`config.mk`:
```
export PLATFORM = sky130hd
export DESIGN_NAME = mem_access_ctrl_flat
export DESIGN_NICKNAME = d
export VERILOG_FILES = /design/src/rtl/mem_access_ctrl_if.sv /design/src/rtl/mem_access_ctrl.sv /design/src/flat_wrapper.sv
export SDC_FILE = /design/constraint.sdc
export NUM_CORES = 1
export LEC_CHECK = 0
export CAP_MARGIN = 20
export CORE_MARGIN = 4
export CORE_UTILIZATION = 50
export CTS_CLUSTER_DIAMETER = 100
export DETAILED_ROUTE_END_ITERATION = 10
export HOLD_SLACK_MARGIN = 0.1
export PLACE_DENSITY = 0.84
export SETUP_SLACK_MARGIN = 0.5
export SYNTH_ARGS = -nofsm -noshare
export SYNTH_HDL_FRONTEND = slang
export SYNTH_SLANG_ARGS = --single-unit
export TNS_END_PERCENT = 50
```
`constraint.sdc`:
```
create_clock -name i_clk -period 2.85 [get_ports i_clk]
set_clock_uncertainty 0.1 [all_clocks]
set_input_delay 0.57 -clock i_clk [delete_from_list [all_inputs] [get_ports i_clk]]
set_output_delay 0.57 -clock i_clk [all_outputs]
set_load 0.01 [all_outputs]
```
`src/rtl/mem_access_ctrl_if.sv`:
```
// mem_access_ctrl_if: request, response and memory-side signals of mem_access_ctrl.
interface mem_access_ctrl_if;
    logic       i_req;
    logic       i_we;
    logic       i_sel;
    logic [7:0] i_addr;
    logic [3:0] i_len;
    logic [7:0] i_wdata;
    logic       o_busy;
    logic       o_wtaken;
    logic [7:0] o_rdata;
    logic       o_rvalid;
    logic       o_done;
    logic       o_err;
    logic [7:0] o_address;
    logic       o_addressEn;
    logic [7:0] o_writeData;
    logic       o_writeEn;
    logic       o_readDataSelect;
    logic       o_outEnable;
    logic [7:0] i_readData;

    modport slave (
        input  i_req, i_we, i_sel, i_addr, i_len, i_wdata, i_readData,
        output o_busy, o_wtaken, o_rdata, o_rvalid, o_done, o_err,
               o_address, o_addressEn, o_writeData, o_writeEn, o_readDataSelect, o_outEnable
    );

    modport master (
        output i_req, i_we, i_sel, i_addr, i_len, i_wdata, i_readData,
        input  o_busy, o_wtaken, o_rdata, o_rvalid, o_done, o_err,
               o_address, o_addressEn, o_writeData, o_writeEn, o_readDataSelect, o_outEnable
    );
endinterface

```
`src/rtl/mem_access_ctrl.sv`:
```
// mem_access_ctrl: multi-beat read/write sequencer for a ROM/RAM memory port, all outputs registered.
module mem_access_ctrl #(
    parameter int READ_WAIT = 1
) (
    input logic              i_clk,
    input logic              i_nRst,
    mem_access_ctrl_if.slave bus
);
    typedef enum logic [2:0] {IDLE, ADDR, WRITE, READ, DONE} state_t;

    state_t     state_q, state_d;
    logic       we_q, we_d, sel_q, sel_d;
    logic [7:0] addr_q, addr_d, wdata_q, wdata_d, rdata_q, rdata_d;
    logic [3:0] len_q, len_d, wait_q, wait_d;
    logic       busy_q, busy_d, wtaken_q, wtaken_d, rvalid_q, rvalid_d;
    logic       done_q, done_d, err_q, err_d, ae_q, ae_d;
    logic       wen_q, wen_d, rds_q, rds_d, oe_q, oe_d;
    logic       beat_end, bad_req;

    // Outputs are registered from the next state so they line up with the state they describe.
    always_comb begin
        state_d  = state_q;
        we_d     = we_q;
        sel_d    = sel_q;
        addr_d   = addr_q;
        len_d    = len_q;
        wait_d   = wait_q;
        bad_req  = bus.i_we && !bus.i_sel;
        beat_end = (state_q == WRITE) || (state_q == READ && wait_q == 4'(READ_WAIT - 1));
        case (state_q)
            IDLE: if (bus.i_req && !bad_req) begin
                we_d    = bus.i_we;
                sel_d   = bus.i_sel;
                addr_d  = bus.i_addr;
                len_d   = bus.i_len;
                state_d = ADDR;
            end
            ADDR: begin
                wait_d  = 4'd0;
                state_d = we_q ? WRITE : READ;
            end
            READ:    wait_d = wait_q + 4'd1;
            DONE:    state_d = IDLE;
            default: ;
        endcase
        if (beat_end) begin
            state_d = (len_q != 4'd0) ? ADDR : DONE;
            len_d   = (len_q != 4'd0) ? len_q - 4'd1 : len_q;
            addr_d  = (len_q != 4'd0) ? addr_q + 8'd1 : addr_q;
        end
        err_d    = state_q == IDLE && bus.i_req && bad_req;
        busy_d   = state_d != IDLE;
        ae_d     = state_d == ADDR;
        wen_d    = state_d == WRITE;
        wtaken_d = state_d == WRITE;
        oe_d     = state_d == READ;
        rds_d    = (state_d == WRITE) ? 1'b1 : (state_d == READ) ? sel_d : 1'b0;
        done_d   = state_d == DONE;
        wdata_d  = (state_d == WRITE) ? bus.i_wdata : wdata_q;
        rvalid_d = state_q == READ && beat_end;
        rdata_d  = rvalid_d ? bus.i_readData : rdata_q;
    end

    always_ff @(posedge i_clk or negedge i_nRst) begin
        if (!i_nRst) begin
            state_q  <= IDLE;
            we_q     <= 1'b0;
            sel_q    <= 1'b0;
            addr_q   <= 8'd0;
            len_q    <= 4'd0;
            wait_q   <= 4'd0;
            wdata_q  <= 8'd0;
            rdata_q  <= 8'd0;
            busy_q   <= 1'b0;
            wtaken_q <= 1'b0;
            rvalid_q <= 1'b0;
            done_q   <= 1'b0;
            err_q    <= 1'b0;
            ae_q     <= 1'b0;
            wen_q    <= 1'b0;
            rds_q    <= 1'b0;
            oe_q     <= 1'b0;
        end else begin
            state_q  <= state_d;
            we_q     <= we_d;
            sel_q    <= sel_d;
            addr_q   <= addr_d;
            len_q    <= len_d;
            wait_q   <= wait_d;
            wdata_q  <= wdata_d;
            rdata_q  <= rdata_d;
            busy_q   <= busy_d;
            wtaken_q <= wtaken_d;
            rvalid_q <= rvalid_d;
            done_q   <= done_d;
            err_q    <= err_d;
            ae_q     <= ae_d;
            wen_q    <= wen_d;
            rds_q    <= rds_d;
            oe_q     <= oe_d;
        end
    end

    assign bus.o_busy           = busy_q;
    assign bus.o_wtaken         = wtaken_q;
    assign bus.o_rdata          = rdata_q;
    assign bus.o_rvalid         = rvalid_q;
    assign bus.o_done           = done_q;
    assign bus.o_err            = err_q;
    assign bus.o_address        = addr_q;
    assign bus.o_addressEn      = ae_q;
    assign bus.o_writeData      = wdata_q;
    assign bus.o_writeEn        = wen_q;
    assign bus.o_readDataSelect = rds_q;
    assign bus.o_outEnable      = oe_q;
endmodule

```
`src/flat_wrapper.sv`:
```
// flat-port wrapper written by rule: the top's interface ports become plain ports
module mem_access_ctrl_flat 
#(
    parameter int READ_WAIT = 1
)
  (i_clk, i_nRst, bus_i_req, bus_i_we, bus_i_sel, bus_i_addr, bus_i_len, bus_i_wdata, bus_i_readData, bus_o_busy, bus_o_wtaken, bus_o_rdata, bus_o_rvalid, bus_o_done, bus_o_err, bus_o_address, bus_o_addressEn, bus_o_writeData, bus_o_writeEn, bus_o_readDataSelect, bus_o_outEnable);
  mem_access_ctrl_if bus_i ();
  input logic i_clk;
  input logic i_nRst;
  input wire logic [$bits(bus_i.i_req)-1:0] bus_i_req;
  input wire logic [$bits(bus_i.i_we)-1:0] bus_i_we;
  input wire logic [$bits(bus_i.i_sel)-1:0] bus_i_sel;
  input wire logic [$bits(bus_i.i_addr)-1:0] bus_i_addr;
  input wire logic [$bits(bus_i.i_len)-1:0] bus_i_len;
  input wire logic [$bits(bus_i.i_wdata)-1:0] bus_i_wdata;
  input wire logic [$bits(bus_i.i_readData)-1:0] bus_i_readData;
  output wire logic [$bits(bus_i.o_busy)-1:0] bus_o_busy;
  output wire logic [$bits(bus_i.o_wtaken)-1:0] bus_o_wtaken;
  output wire logic [$bits(bus_i.o_rdata)-1:0] bus_o_rdata;
  output wire logic [$bits(bus_i.o_rvalid)-1:0] bus_o_rvalid;
  output wire logic [$bits(bus_i.o_done)-1:0] bus_o_done;
  output wire logic [$bits(bus_i.o_err)-1:0] bus_o_err;
  output wire logic [$bits(bus_i.o_address)-1:0] bus_o_address;
  output wire logic [$bits(bus_i.o_addressEn)-1:0] bus_o_addressEn;
  output wire logic [$bits(bus_i.o_writeData)-1:0] bus_o_writeData;
  output wire logic [$bits(bus_i.o_writeEn)-1:0] bus_o_writeEn;
  output wire logic [$bits(bus_i.o_readDataSelect)-1:0] bus_o_readDataSelect;
  output wire logic [$bits(bus_i.o_outEnable)-1:0] bus_o_outEnable;
  assign bus_i.i_req = bus_i_req;
  assign bus_i.i_we = bus_i_we;
  assign bus_i.i_sel = bus_i_sel;
  assign bus_i.i_addr = bus_i_addr;
  assign bus_i.i_len = bus_i_len;
  assign bus_i.i_wdata = bus_i_wdata;
  assign bus_i.i_readData = bus_i_readData;
  assign bus_o_busy = bus_i.o_busy;
  assign bus_o_wtaken = bus_i.o_wtaken;
  assign bus_o_rdata = bus_i.o_rdata;
  assign bus_o_rvalid = bus_i.o_rvalid;
  assign bus_o_done = bus_i.o_done;
  assign bus_o_err = bus_i.o_err;
  assign bus_o_address = bus_i.o_address;
  assign bus_o_addressEn = bus_i.o_addressEn;
  assign bus_o_writeData = bus_i.o_writeData;
  assign bus_o_writeEn = bus_i.o_writeEn;
  assign bus_o_readDataSelect = bus_i.o_readDataSelect;
  assign bus_o_outEnable = bus_i.o_outEnable;
  mem_access_ctrl #(.READ_WAIT(READ_WAIT)) u_core (.i_clk(i_clk), .i_nRst(i_nRst), .bus(bus_i));
endmodule
```
==> flow_summary.toml <==
[outcome]
outcome = "finished clean"

[placed_design]
port_buffers = 65
place_hpwl_um = 3500
dp_cells = 307
gp_congestion = 0.771

[grt]
grt_pass1_vias = 1723
grt.total_usage = 0.181
grt_pass1_wl_um = 7590
overflow = 0
antenna_found_initial = 0
grt_max_degree = 31

[clock_tree]
root_buffer = "clkbuf_8"
clk_latency_ns = 0.29
cts_resized = 0
h-tree-depth = 2
cts.path.max_buffers = 2
numCtsBuffers = 5
cts_tree = "done"
post_cts_buffers = 0
clkSinkCount = 45
path_clk_slew_ns = 0.08

[worst_setup_path]
rrSetupSlack_ns = 0.67
timing.rr.end = "u_core.bus.o_address[5]$_DFFE_PN0P_"
arrival_ns = 2.24
startpoint_type = "register"
critical_path_required_ns = 2.91
cp-end-kind = "register"
cp_max_fo = 14
crit_type = "reg2reg"
r2r-start = "u_core.wait_q[0]$_DFFE_PN0P_"
r2r_cells = 6
crit_family = "compound AO/OA/AOI/OAI gates"
crit_chain = "inv_1, ha_1, or3b_1, a21oi_4, mux2i_1, o2bb2ai_1"
crit_buf_inv = 1
slowest_stage = "or3b_1"
cpPeakStageDelay_ns = 0.49

[power_and_ir_drop]
leakagePower_nw = 1.26
p_per_area_nw_per_um2 = 1160
vdd_drop_max_mv = 0.595

[cells_and_area]
diodes = 0
areaGrowthSynthToFinish_pct = 36.1
instances_no_fill = 315
layout-drive-gt1-share = 0.158
filler_cell_count = 330
final_nets = 303

[run]
cap_viol_max_count = 0

[detailed_routing]
drt_iter0_markers = 129
final_antenna_net_count = 0
drt_wl_total_um = 4710
drt-vias-per-instance = 5.52
vias = 1739
wl_per_cell_um = 14.9
dr.pass1.iters = 4
drc_errors = 0

[hold_path]
hp-start = "u_core.bus.o_writeData[2]$_DFFE_PN0P_"
hold_depth = 1
worstHoldPathType = "reg2reg"
hold_end = "u_core.bus.o_writeData[2]$_DFFE_PN0P_"

[logic_synthesis]
syn_nets = 232
synth-seq-area-share = 0.517
post-synth-top-count-cell = "dfrtp_1"
netlist.area_leader.share = 0.517
syn_inst = 194
ys_top_cells_by_count = "45 x dfrtp_1, 16 x mux2_2, 15 x nand2_1"
synth_top_area_cell = "dfrtp_1"
synthTopCellsByArea = "dfrtp_1 52%, mux2_2 8.3%, mux2i_1 3.7%"
async_flop_share = 1.00
yosysWarnings = 0
ys_types = 40
syn-cell-area_um2 = 2180
synth-edff-count = 0
syn_area_per_cell_um2 = 11.2
ys.flop_type = "dfrtp_1"
ys_ff_latch = 45

[timing]
period_share = 0.765
slew_violations = 0
finalCriticalPeriod_ns = 2.18
holdWs_ns = 0.409
timing.fmax_mhz = 459
slew_headroom = 0.656
fin_setup_tns_ns = 0
worst_pin_slew_ns = 0.515
finalHoldViolCount = 0
rsz0062_at_grt = "false"
setup_viol = 0

[floorplan]
dieArea_um2 = 5470
core_um2 = 4120
fp.dieW_um = 74.0
pin_count = 66
start_util = 0.529
num_rows = 23
die_h_um = 74.0
-- layout make-up --
type | count | area [um2] | area share
tap | 50 | 62.6 | 0.0211
timing repair buffer | 72 | 701 | 0.236
sequential | 45 | 1130 | 0.380
inverter | 13 | 48.8 | 0.0165
clock buffer | 6 | 82.6 | 0.0279
clock inverter | 1 | 7.51 | 0.00253
multi-input combinational | 128 | 935 | 0.315
-- worst max-delay path by stage --
| stage | from | to | cells after the start |
|---|---|---|---|
| 4_1_cts | u_core.wait_q[0]$_DFFE_PN0P_ | u_core.bus.o_address[5]$_DFFE_PN0P_ | 6 |
| 2_1_floorplan | u_core.wait_q[0]$_DFFE_PN0P_ | u_core.bus.o_address[3]$_DFFE_PN0P_ | 8 |
| 6_report | u_core.wait_q[0]$_DFFE_PN0P_ | u_core.bus.o_address[5]$_DFFE_PN0P_ | 6 |
| 3_5_place_dp | bus_i_req | u_core.bus.o_address[0]$_DFFE_PN0P_ | 5 |
| 3_3_place_gp | bus_i_req | u_core.bus.o_address[0]$_DFFE_PN0P_ | 5 |
| 5_1_grt | u_core.wait_q[0]$_DFFE_PN0P_ | u_core.bus.o_address[2]$_DFFE_PN0P_ | 6 |
-- cell families after synthesis --
logic type / synth area share
buffers and inverters: 0.0534
multiplexers: 0.120
AND/OR/NAND/NOR: 0.136
AO/OA/AOI/OAI: 0.145
flip-flops: 0.517
adder cells (fa/ha/maj): 0.0287
-- sequential cells by signal, summed over array words and instances (netlist names), 3 cells and up --
signal                  cells
u_core.len_q                4
u_core.wait_q               4
u_core.bus.o_rdata          8
u_core.state_q              3
u_core.bus.o_writeData      8
u_core.bus.o_address        8
-- layout by cell type, fill, tap and decap left out, types with 5 or more instances in the layout --
master and n:
o22ai_1 5, nor3_1 9, dfrtp_1 45, ha_1 5, mux2i_1 8, nand3_1 6, o21ai_0 8, mux2_2 16
nand2_1 15, buf_4 6, nor2_1 10, clkdlybuf4s50_1 64, a21oi_1 8, clkbuf_8 6, inv_1 12
-- worst reg2reg max path, delay by kind of cell (launching register included) --
| family | cells | cell delay, ns |
|---|---|---|
| and+or+nand+nor | 1 | 0.49 |
| muxes | 1 | 0.25 |
| DFF | 1 | 0.42 |
| adders and majority gates | 1 | 0.14 |
| buffers and inverters | 1 | 0.07 |
| AOI/OAI and AO/OA | 2 | 0.59 |
-- power breakdown --
| part | switching (mW) | internal, mW | total, mW |
|---|---|---|---|
| Clock | 0.203 | 0.192 | 0.395 |
| Combinational | 0.887 | 0.983 | 1.87 |
| Sequential | 0.240 | 0.942 | 1.18 |
-- per-layer routing --
layer / track usage / up-vias / wire length (um)
li1: - / 827 / -
met1: 0.227 / 850 / 2000
met3: 0.0446 / 5 / 289
met4: 0.0664 / 0 / 72
met2: 0.303 / 57 / 2340
met5: 0 / - / 0
-- through the flow --
stage	setup WS, ns	util	instance area (um2)	total power [mW]
after floorplan	0.891	-	2180	2.39
after global placement	0.440	0.696	2860	3.02
after detailed placement	0.402	0.696	2860	3.07
after CTS	0.627	0.720	2960	3.48
after global routing	0.510	0.720	2960	3.71
final	0.670	0.720	2960	3.45
-- what timing repair did --
item                                    in CTS  in global routing
hold buffers                                 1                  0
endpoints found under the setup margin       0                  1
endpoints found under the hold margin       15                  0
(Power assumes the default switching activity.)
